--- src/rtl/add_arbiter.sv ---
`default_nettype none
// ============================================================================
// Module   : add_arbiter
// Purpose  : Round-robin sequencer sharing one registered adder among NREQ
//            requesters, returning tagged sums on a single response channel.
// Revision : 1.0
// ============================================================================
module add_arbiter #(
   parameter  int WIDTH       = 8,
   parameter  int NREQ        = 4,
   parameter  int ADD_LATENCY = 1,
   localparam int IDW         = $clog2(NREQ)
) (
   input  logic                  clock,
   input  logic                  reset,
   input  logic [NREQ-1:0]       req_valid,
   output logic [NREQ-1:0]       req_ready,
   input  logic [NREQ*WIDTH-1:0] req_in0,
   input  logic [NREQ*WIDTH-1:0] req_in1,
   output logic [WIDTH-1:0]      add_in0,
   output logic [WIDTH-1:0]      add_in1,
   input  logic [WIDTH-1:0]      add_out,
   output logic                  resp_valid,
   input  logic                  resp_ready,
   output logic [IDW-1:0]        resp_id,
   output logic [WIDTH-1:0]      resp_sum,
   output logic                  busy
);

   localparam int c_CW = $clog2(ADD_LATENCY + 1);

   localparam logic [1:0] c_IDLE  = 2'd0;
   localparam logic [1:0] c_ISSUE = 2'd1;
   localparam logic [1:0] c_RESP  = 2'd2;

   logic [1:0]       r_state;
   logic [1:0]       w_next;
   logic [IDW-1:0]   r_last;
   logic [IDW-1:0]   r_resp_id;
   logic [IDW-1:0]   w_gidx;
   logic [IDW-1:0]   w_cand;
   logic             w_any;
   logic [NREQ-1:0]  w_grant;
   logic [c_CW-1:0]  r_cnt;
   logic [WIDTH-1:0] r_op0;
   logic [WIDTH-1:0] r_op1;
   logic [WIDTH-1:0] r_sum;
   logic             w_done;
   int               w_idx;

   // Search starts just after the last winner so every requester gets a turn.
   always_comb begin
      w_any  = 1'b0;
      w_gidx = '0;
      w_idx  = 0;
      w_cand = '0;
      for (int k = 1; k <= NREQ; k++) begin
         w_idx  = (int'(r_last) + k) % NREQ;
         w_cand = IDW'(w_idx);
         if (!w_any && req_valid[w_cand]) begin
            w_any  = 1'b1;
            w_gidx = w_cand;
         end
      end
   end

   always_comb begin
      w_grant = '0;
      if (w_any)
         w_grant[w_gidx] = 1'b1;
   end

   assign w_done = (r_cnt == c_CW'(ADD_LATENCY));

   always_ff @(posedge clock) begin
      if (reset)
         r_state <= c_IDLE;
      else
         r_state <= w_next;
   end

   always_comb begin
      w_next = r_state;
      case (r_state)
         c_IDLE:  if (w_any)      w_next = c_ISSUE;
         c_ISSUE: if (w_done)     w_next = c_RESP;
         c_RESP:  if (resp_ready) w_next = c_IDLE;
         default:                 w_next = c_IDLE;
      endcase
   end

   always_comb begin
      req_ready  = (r_state == c_IDLE && !reset) ? w_grant : '0;
      resp_valid = (r_state == c_RESP);
      busy       = (r_state != c_IDLE);
   end

   always_ff @(posedge clock) begin
      if (reset) begin
         r_op0     <= '0;
         r_op1     <= '0;
         r_sum     <= '0;
         r_resp_id <= '0;
         r_last    <= IDW'(NREQ - 1);
         r_cnt     <= '0;
      end else begin
         case (r_state)
            c_IDLE: begin
               if (w_any) begin
                  r_op0     <= req_in0[w_gidx*WIDTH +: WIDTH];
                  r_op1     <= req_in1[w_gidx*WIDTH +: WIDTH];
                  r_resp_id <= w_gidx;
                  r_last    <= w_gidx;
                  r_cnt     <= '0;
               end
            end
            c_ISSUE: begin
               r_cnt <= r_cnt + c_CW'(1);
               if (w_done)
                  r_sum <= add_out;
            end
            default: ;
         endcase
      end
   end

   // Operands live in registers, so the adder inputs stay glitch-free.
   assign add_in0  = r_op0;
   assign add_in1  = r_op1;
   assign resp_id  = r_resp_id;
   assign resp_sum = r_sum;

endmodule
`default_nettype wire

--- config.mk ---
export PLATFORM = sky130hd
export DESIGN_NAME = add_arbiter
export DESIGN_NICKNAME = d
export VERILOG_FILES = /design/src/rtl/add_arbiter.sv
export SDC_FILE = /design/constraint.sdc
export NUM_CORES = 1
export LEC_CHECK = 0
export BUFFER_PORTS_ARGS = -buffer_cell sky130_fd_sc_hd__buf_2
export CELL_PAD_IN_SITES_DETAIL_PLACEMENT = 0
export CELL_PAD_IN_SITES_GLOBAL_PLACEMENT = 1
export CORE_UTILIZATION = 29
export DETAILED_ROUTE_END_ITERATION = 8
export PLACE_DENSITY_LB_ADDON = 0.1
export SLEW_MARGIN = 20
export SYNTH_ARGS = -nofsm -noshare
export SYNTH_HDL_FRONTEND = slang
export SYNTH_SLANG_ARGS = --single-unit
export TNS_END_PERCENT = 100
--- constraint.sdc ---
create_clock -name clock -period 2.41 [get_ports clock]
set_input_delay 0.482 -clock clock [delete_from_list [all_inputs] [get_ports clock]]
set_output_delay 0.482 -clock clock [all_outputs]
set_load 0.1 [all_outputs]
==> impl_metrics.json, run 1 <==
{
  "yosysSeqAreaShare_pct": 37.18,
  "worstPathMaxFanout": 6,
  "htreeDepth": 2,
  "place_hpwl_mm": 3.422,
  "route.detailed.drc": 0,
  "cts_root_buffer": "clkbuf_8",
  "grt-ovfl-total": 0,
  "synth_seq_cells": 31,
  "endpoint_kind": "output port",
  "core_area_mm2": 0.005540,
  "status": "complete, no violations",
  "syn_area_mm2": 0.001669,
  "synth_top_area_share_pct": 37.18,
  "period_share_pct": 93.43,
  "fp.dieH_um": 77.87,
  "synth.distinct_cells": 34,
  "yosysTopAreaCell": "dfxtp_1",
  "synthToLayoutAreaGrowth_pct": 46.03,
  "hold_class": "in -> reg",
  "p_per_area_mw_per_mm2": 733.5,
  "fin_area_mm2": 0.002437,
  "async_reset_ff_share_pct": 0,
  "finalHoldViolCount": 0,
  "cts_sinks": 31,
  "drtPass1Iterations": 4,
  "setup-violations-final": 0,
  "ctsHoldBuffers": 0,
  "dieArea_mm2": 0.006063,
  "clockBufferDepth": 2,
  "gp_congestion": 0.7557,
  "synth_area_leaders": "dfxtp_1, mux2i_1, o221ai_2",
  "row_count": 27,
  "grt_max_degree": 20,
  "wl_per_cell_um": 12.53,
  "clk_pin_slew_ns": 0.06,
  "worst_slew_pin_slew_ns": 0.5370,
  "worst-path-buf-inv": 1,
  "ys.flop_type": "dfxtp_1",
  "worstPathCellList": "nor2_2 -> nand2_4 -> a311o_2 -> nor2_2 -> buf_12",
  "grt_pass1_vias": 1477,
  "critPathMaxStageDelay_ns": 0.41,
  "syn_area_per_cell_um2": 10.05,
  "cts_tree": "yes",
  "grt_first_pass_wirelength_mm": 6.837,
  "setup_tns_ns": 0,
  "num_antenna_cells": 0,
  "nNetsFinal": 358,
  "p_leak_nw": 1.207,
  "path_class": "reg -> out",
  "vias": 1640,
  "cp.arrival_ns": 1.77,
  "cpLargestDelayFamily": "simple AND/OR/NAND/NOR gates",
  "max_freq_mhz": 444.1,
  "cpMaxStageDelayCell": "a311o_2",
  "grt_setup_unrepaired": "no",
  "startpoint_type": "flip-flop",
  "synth_edf_count": 0,
  "grt_usage_pct": 14.47,
  "vdd_ir_drop_max_uv": 326.3,
  "viasPerCell": 4.659,
  "die_w_um": 77.87,
  "placed_cells": 344,
  "finalNonFillerCells": 352,
  "antenna_found_initial": 0,
  "final_cell_mix": "buf_2, mux2i_1, dfxtp_1",
  "final.setup_skew_ns": 0.003887,
  "ys_warn_count": 0,
  "portBuffers": 110,
  "cap_violations": 0,
  "final_common_cell": "buf_2",
  "required_ns": 1.93,
  "dpl_cell_area_mm2": 0.002356,
  "syn-num-nets": 245,
  "slew_violations": 0,
  "final_util_pct": 43.99,
  "crit_top_cell": "nor2_2",
  "syn_inst": 166,
  "fin_crit_ns": 2.252,
  "post_cts_buffers": 0,
  "drive_gt1_share_pct": 51.07,
  "hold_slack_ns": 0.4329,
  "relSlewSlack_pct": 64.09,
  "ant_nets": 0,
  "rrSetupSlack_ns": 0.59,
  "start_util_pct": 30.13,
  "drt_iter0_drc": 18,
  "numCtsBuffers": 5,
  "cts_resized": 0,
  "wirelength_mm": 4.409,
  "ios": 111,
  "clkLatencyLatePin_ns": 0.28
}
-- cell families after synthesis --
kind of cell / synth area share (%)
mux: 23.99
buf+inv: 6.072
compound gates: 18.44
simple gates: 14.32
flops: 37.18
-- state kept, by name (all words and copies together) (netlist names) --
name      count
add_in0       8
r_last        2
resp_sum      8
resp_id       2
r_state       2
add_in1       8
r_cnt         1
-- worst reg2reg max path: stages, from the launching register on --
cell and delay (ns):
dfxtp_1 0.34, nand2b_1 0.20, a311oi_4 0.39, buf_4 0.38, mux2i_1 0.29, o221ai_2 0.12
-- cell type report --
class	instances	area, um2
Fill cell	573	3103
Multi-Input combinational cell	122	974.7
Timing Repair Buffer	117	663.1
Sequential cell	31	620.6
Tap cell	72	90.09
Clock buffer	7	76.32
Inverter	2	7.507
Clock inverter	1	5.005
-- synthesized netlist by cell type (2+ instances only) --
cell type and count:
buf_8 2, dfxtp_1 31, nor2_1 15, mux2i_1 40
a21oi_1 6, buf_6 3, nand2_1 19, clkbuf_1 2
nand2b_1 5, nor3b_1 2, o221ai_1 8, buf_2 3
o221ai_2 8, nand3_1 2
-- final timing paths --
kind / from / endpoint / depth (start not counted)
setup / recovery: r_state[1] / req_ready[1] / 5
hold / removal: add_out[0] / resp_sum[0] / 3
setup reg to reg: r_last[0] / add_in0[1] / 5
hold reg to reg: add_in1[1] / add_in1[1] / 2
-- report_power, final --
part	internal (W)	switching (W)	total, W	leakage (nW)
Combinational	0.000222	0.000580	0.000802	0.910
Clock	0.000202	0.000183	0.000385	0.0422
Sequential	0.000568	0.0000320	0.000600	0.255
Total	0.000993	0.000795	0.00179	1.21
-- stage by stage --
| step | power, W | setup slack [ns] |
|---|---|---|
| floorplan | 0.001251 | -0.2821 |
| detailed placement | 0.001422 | 0.1911 |
| finish | 0.001788 | 0.1584 |
| global route | 0.001881 | 0.06734 |
| CTS | 0.001819 | 0.1346 |
| global placement | 0.001425 | 0.1928 |
-- per-layer routing --
layer	wire, um	share of wire [%]	vias up	GRT usage (%)
met2	2121	48	69	25.31
li1	-	-	839	-
met1	1808	41	725	15.40
met4	70	1.6	0	5.849
met5	0	0	-	0
met3	409	9.3	7	5.765
Note: power is estimated with default switching activity, not from simulation.
==> inputs of run 2 (changes only) <==
Settings changed: ABC_AREA set to 1, CELL_PAD_IN_SITES_DETAIL_PLACEMENT 0 to 1.
==> impl_metrics.json, run 2 <==
{
  "status": "finished, violations left",
  "violations": "setup timing",
  "grt_first_pass_wirelength_mm": 11.47,
  "htreeDepth": 2,
  "startpoint": "r_last[0]",
  "gr-usage-met3_pct": 3.886,
  "ios": 111,
  "drt_iter0_drc": 66,
  "vias": 2597,
  "num_antenna_cells": 0,
  "syn_area_per_cell_um2": 6.234,
  "endpoint_kind": "output port",
  "drtPass1Iterations": 4,
  "synthMuxAreaShare_pct": 0,
  "top_usage_layer": "met2",
  "worstPathMaxFanout": 6,
  "synth_xor_area_share_pct": 0,
  "fin_area_mm2": 0.003211,
  "syn_inst": 336,
  "syn_area_mm2": 0.002095,
  "core_area_mm2": 0.006869,
  "drive_gt1_share_pct": 44.81,
  "yosysSeqAreaShare_pct": 29.63,
  "hold_slack_ns": 0.4474,
  "r2r_start": "r_last[0]",
  "clk_pin_slew_ns": 0.07,
  "portBuffers": 110,
  "gp_congestion": 0.8184,
  "cap_violations": 0,
  "fp.dieH_um": 86.99,
  "wirelength_mm": 7.210,
  "finalHoldViolCount": 0,
  "grt_pass1_vias": 2492,
  "final.setup_skew_ns": 0.006823,
  "cts_sinks": 31,
  "synth_area_leaders": "dfxtp_1, nand2_1, nand3_1",
  "setup_tns_ns": -0.1920,
  "synth_compound_area_share_pct": 6.272,
  "required_ns": 1.93,
  "yosysTopAreaCell": "dfxtp_1",
  "placed_cells": 543,
  "max_freq_mhz": 403.9,
  "cp.arrival_ns": 1.99,
  "ys.flop_type": "dfxtp_1",
  "cts_tree": "yes",
  "min_from": "add_in0[6]",
  "synth_top_family_by_area": "simple AND/OR/NAND/NOR gates",
  "dpl_cell_area_mm2": 0.002909,
  "finalWorstSetupSlack_ns": -0.06607,
  "synthAdderAreaFrac_pct": 0,
  "worst_slew_pin_slew_ns": 0.4973,
  "wl_per_cell_um": 12.92,
  "period_share_pct": 102.7,
  "grt_setup_unrepaired": "yes",
  "setup-violations-final": 4,
  "grt-ovfl-total": 0,
  "viasPerCell": 4.654,
  "clkLatencyLatePin_ns": 0.28,
  "grt_usage_pct": 19.37,
  "cts_root_buffer": "clkbuf_8",
  "route.detailed.drc": 0,
  "final_common_cell": "nand2_1",
  "finalNonFillerCells": 558,
  "hold_path_depth": 2,
  "clockBufferDepth": 2,
  "row_count": 30,
  "antenna_found_initial": 0,
  "dieArea_mm2": 0.007566,
  "syn-num-nets": 415,
  "nNetsFinal": 541,
  "fin_crit_ns": 2.476,
  "startpoint_type": "flip-flop",
  "met1_usage_pct": 23.50,
  "synth-simple-area-share_pct": 54.12,
  "grt_max_degree": 27,
  "slew_violations": 0,
  "async_reset_ff_share_pct": 0,
  "hold_class": "reg -> reg",
  "synth.most_common_cell": "nand2_1",
  "use_met2_pct": 35.08,
  "path_class": "reg -> out",
  "start_util_pct": 30.49,
  "numCtsBuffers": 5,
  "synth_top_area_share_pct": 29.63,
  "ys_warn_count": 0,
  "synth_seq_cells": 31,
  "synth_commonest_cells": "nand2_1, nand3_1, dfxtp_1",
  "place_hpwl_mm": 5.425,
  "ant_nets": 0,
  "synth_edf_count": 0,
  "synth.distinct_cells": 26,
  "worst_r2r_path_depth": 18,
  "final_cell_mix": "nand2_1, buf_2, nand3_1",
  "synthToLayoutAreaGrowth_pct": 53.29,
  "die_w_um": 86.99,
  "relSlewSlack_pct": 67.08
}
[run 2: cell count changes after synthesis, moves of 4 or more]
cell and delta:
nand2_1 +113, nand3_1 +42, mux2i_1 -40, nand2_2 +24
inv_1 +13, nand4_1 +9, o21ai_0 +9, o221ai_1 -8
o221ai_2 -8, nor2_1 +7, a21oi_1 +6, nand2b_1 -5
nor3_1 +4
[run 2: layout make-up]
| class | instances | area (um2) |
|---|---|---|
| Clock buffer | 6 | 82.58 |
| Clock inverter | 1 | 5.005 |
| Fill cell | 908 | 3659 |
| Inverter | 21 | 98.84 |
| Multi-Input combinational cell | 269 | 1466 |
| Sequential cell | 31 | 625.6 |
| Tap cell | 96 | 120.1 |
| Timing Repair Buffer | 133 | 803.3 |
| Timing Repair inverter | 1 | 8.758 |
[run 2: per-layer routing]
layer,vias to the layer above,share of wire (%)
met2,57,52
met1,1200,42
met5,-,0
met3,11,3.8
met4,0,1.8
li1,1329,-
[run 2: worst paths after layout]
kind	to	slack, ns
setup reg to reg	add_in0[7]	0.16
hold reg to reg	add_in0[6]	0.45
hold / removal	add_in0[6]	0.45
setup / recovery	req_ready[2]	-0.07
[run 2: cell families (layout without fill, tap and decap cells)]
kind of cell,Yosys count,after routing
and+or+nand+nor,244,244
buffers and inverters,36,162
DFF,31,31
AOI/OAI and AO/OA,25,25
[run 2: critical path: stages (launching register included)]
cell and delay, ns:
dfxtp_4 0.36, buf_12 0.14, inv_12 0.05, nand2_4 0.06, nand2_4 0.06, nand2_4 0.09
nand2_4 0.06, nor2_4 0.15, nand3_2 0.12, nand3_4 0.12, clkinv_4 0.09, nor3_4 0.21
buf_12 0.20
[run 2: through the flow]
step	worst slack (ns)	util (%)
after floorplan	-0.2510	-
after global placement	0.1287	42.35
after detailed placement	0.08313	42.35
after CTS	-0.03676	44.44
after global routing	-0.1517	46.74
final	-0.06607	46.74
[run 2: what timing repair did]
action / CTS / global route
buffers inserted: 4 / 4
hold buffers: 0 / 0
pin swaps: 10 / 14
resized for setup: 13 / 27
endpoints found under the setup margin: 4 / 4
gates cloned: 0 / 1
Power of run 2 is left out: the tool's default activity adds up to more than one toggle a clock period on the data nets, which glitch-free logic cannot reach.
==> inputs of run 3 (changes only) <==
Settings changed: MAX_ROUTING_LAYER set to met4.
==> impl_metrics.json, run 3 (synthesis gave the netlist of run 2 again) <==
{
  "final.setup_skew_ns": 0.005273,
  "grt_pass1_vias": 2489,
  "drt_iter0_drc": 64,
  "viasPerCell": 4.645,
  "htreeDepth": 2,
  "cap_violations": 0,
  "finalHoldViolCount": 0,
  "fp.dieH_um": 86.99,
  "endpoint_kind": "output port",
  "ant_nets": 0,
  "hold_slack_ns": 0.4474,
  "rrSetupSlack_ns": 0.16,
  "max_freq_mhz": 404.4,
  "wirelength_mm": 7.222,
  "cts_root_buffer": "clkbuf_8",
  "die_w_um": 86.99,
  "final_common_cell": "nand2_1",
  "relSlewSlack_pct": 67.09,
  "wl_per_cell_um": 12.94,
  "num_antenna_cells": 0,
  "finalWorstSetupSlack_ns": -0.06279,
  "grt_usage_pct": 19.94,
  "route.detailed.drc": 0,
  "fin_area_mm2": 0.003208,
  "portBuffers": 110,
  "cp.arrival_ns": 1.99,
  "drtPass1Iterations": 4,
  "antenna_found_initial": 0,
  "rr_endpoint": "add_in1[3]",
  "hold_path_depth": 2,
  "hold_class": "reg -> reg",
  "grt-ovfl-total": 0,
  "path_class": "reg -> out",
  "violations": "setup timing",
  "ctsHoldBuffers": 0,
  "r2r_start": "r_last[0]",
  "cpMaxStageDelayCell": "dfxtp_4",
  "nNetsFinal": 541,
  "cts_sinks": 31,
  "final_cell_mix": "nand2_1, buf_2, nand3_1",
  "fillers": 907,
  "worst_slew_pin_slew_ns": 0.4970,
  "worstPathMaxFanout": 6,
  "setup_tns_ns": -0.1760,
  "gp_congestion": 0.8305,
  "clockBufferDepth": 2,
  "worstPathCellList": "buf_12 -> inv_12 -> nand2_4 -> nand2_4 -> nand2_4 -> nand2_4 -> nor2_4 -> nand3_2 -> nand3_4 -> clkinv_4 -> nor3_4 -> buf_12",
  "fin_crit_ns": 2.473,
  "start_util_pct": 30.49,
  "holdPathEnd": "add_in0[6]",
  "ios": 111,
  "setup-violations-final": 4,
  "synthToLayoutAreaGrowth_pct": 53.17,
  "core_area_mm2": 0.006869,
  "crit_top_cell": "nand2_4",
  "worst_r2r_path_depth": 18,
  "clkLatencyLatePin_ns": 0.28,
  "grt_first_pass_wirelength_mm": 11.49,
  "grt_max_degree": 27,
  "dieArea_mm2": 0.007566,
  "period_share_pct": 102.6,
  "startpoint_type": "flip-flop",
  "drive_gt1_share_pct": 44.59,
  "place_hpwl_mm": 5.425,
  "status": "finished, violations left",
  "grt_setup_unrepaired": "yes",
  "cts_tree": "yes",
  "dpl_cell_area_mm2": 0.002909,
  "min_from": "add_in0[6]",
  "required_ns": 1.93,
  "clk_pin_slew_ns": 0.07,
  "final_util_pct": 46.70,
  "numCtsBuffers": 5,
  "slew_violations": 0,
  "row_count": 30,
  "vias": 2592,
  "critPathMaxStageDelay_ns": 0.36
}
-- run 3: cell counts in the layout (fill, tap and decap cells not counted) --
Identical to the previous run, type by type.
-- run 3: worst max-delay path, delay by kind of cell, from the launching register on --
kind	cells	cell delay [ns]
and+or+nand+nor	8	0.87
buffers and inverters	4	0.48
DFF	1	0.36
-- run 3: layout make-up --
| type | instances | area, um2 | share of cell area [%] |
|---|---|---|---|
| clock buffers | 6 | 82.58 | 2.574 |
| clock inverters | 1 | 5.005 | 0.1560 |
| inverters | 21 | 98.84 | 3.081 |
| multi-input cells | 269 | 1464 | 45.63 |
| flip-flops and latches | 31 | 625.6 | 19.50 |
| well taps | 96 | 120.1 | 3.744 |
| repair buffers | 133 | 803.3 | 25.04 |
| repair inverters | 1 | 8.758 | 0.2730 |
-- run 3: timing repair --
item	4_1_cts	5_1_grt
setup buffers	4	4
pin swaps	10	14
setup endpoints to repair	4	4
hold endpoints to repair	0	0
resized for setup	13	26
gates cloned	0	1
-- run 3: worst max-delay path by stage --
stage / startpoint / end / cells after the start
after floorplan: r_last[0] / req_ready[0] / 13
after global placement: req_valid[3] / req_ready[0] / 12
after detailed placement: req_valid[3] / req_ready[2] / 11
after CTS: r_last[0] / req_ready[1] / 11
after global routing: r_last[0] / req_ready[2] / 12
final: r_last[0] / req_ready[2] / 12
-- run 3: layer usage --
| layer | share of wire, % | up-vias | track usage, % |
|---|---|---|---|
| li1 | - | 1328 | - |
| met1 | 42 | 1201 | 23.56 |
| met2 | 53 | 55 | 35.00 |
| met3 | 3.6 | 8 | 3.886 |
| met4 | 1.6 | 0 | 4.242 |
| met5 | 0 | - | - |
-- run 3: through the flow --
step | std cells | setup WS (ns)
after floorplan | 336 | -0.2510
after global placement | 543 | 0.1287
after detailed placement | 543 | 0.08313
after CTS | 553 | -0.03676
after global routing | 558 | -0.1522
final | 558 | -0.06279
Power of run 3 is left out for the same reason.
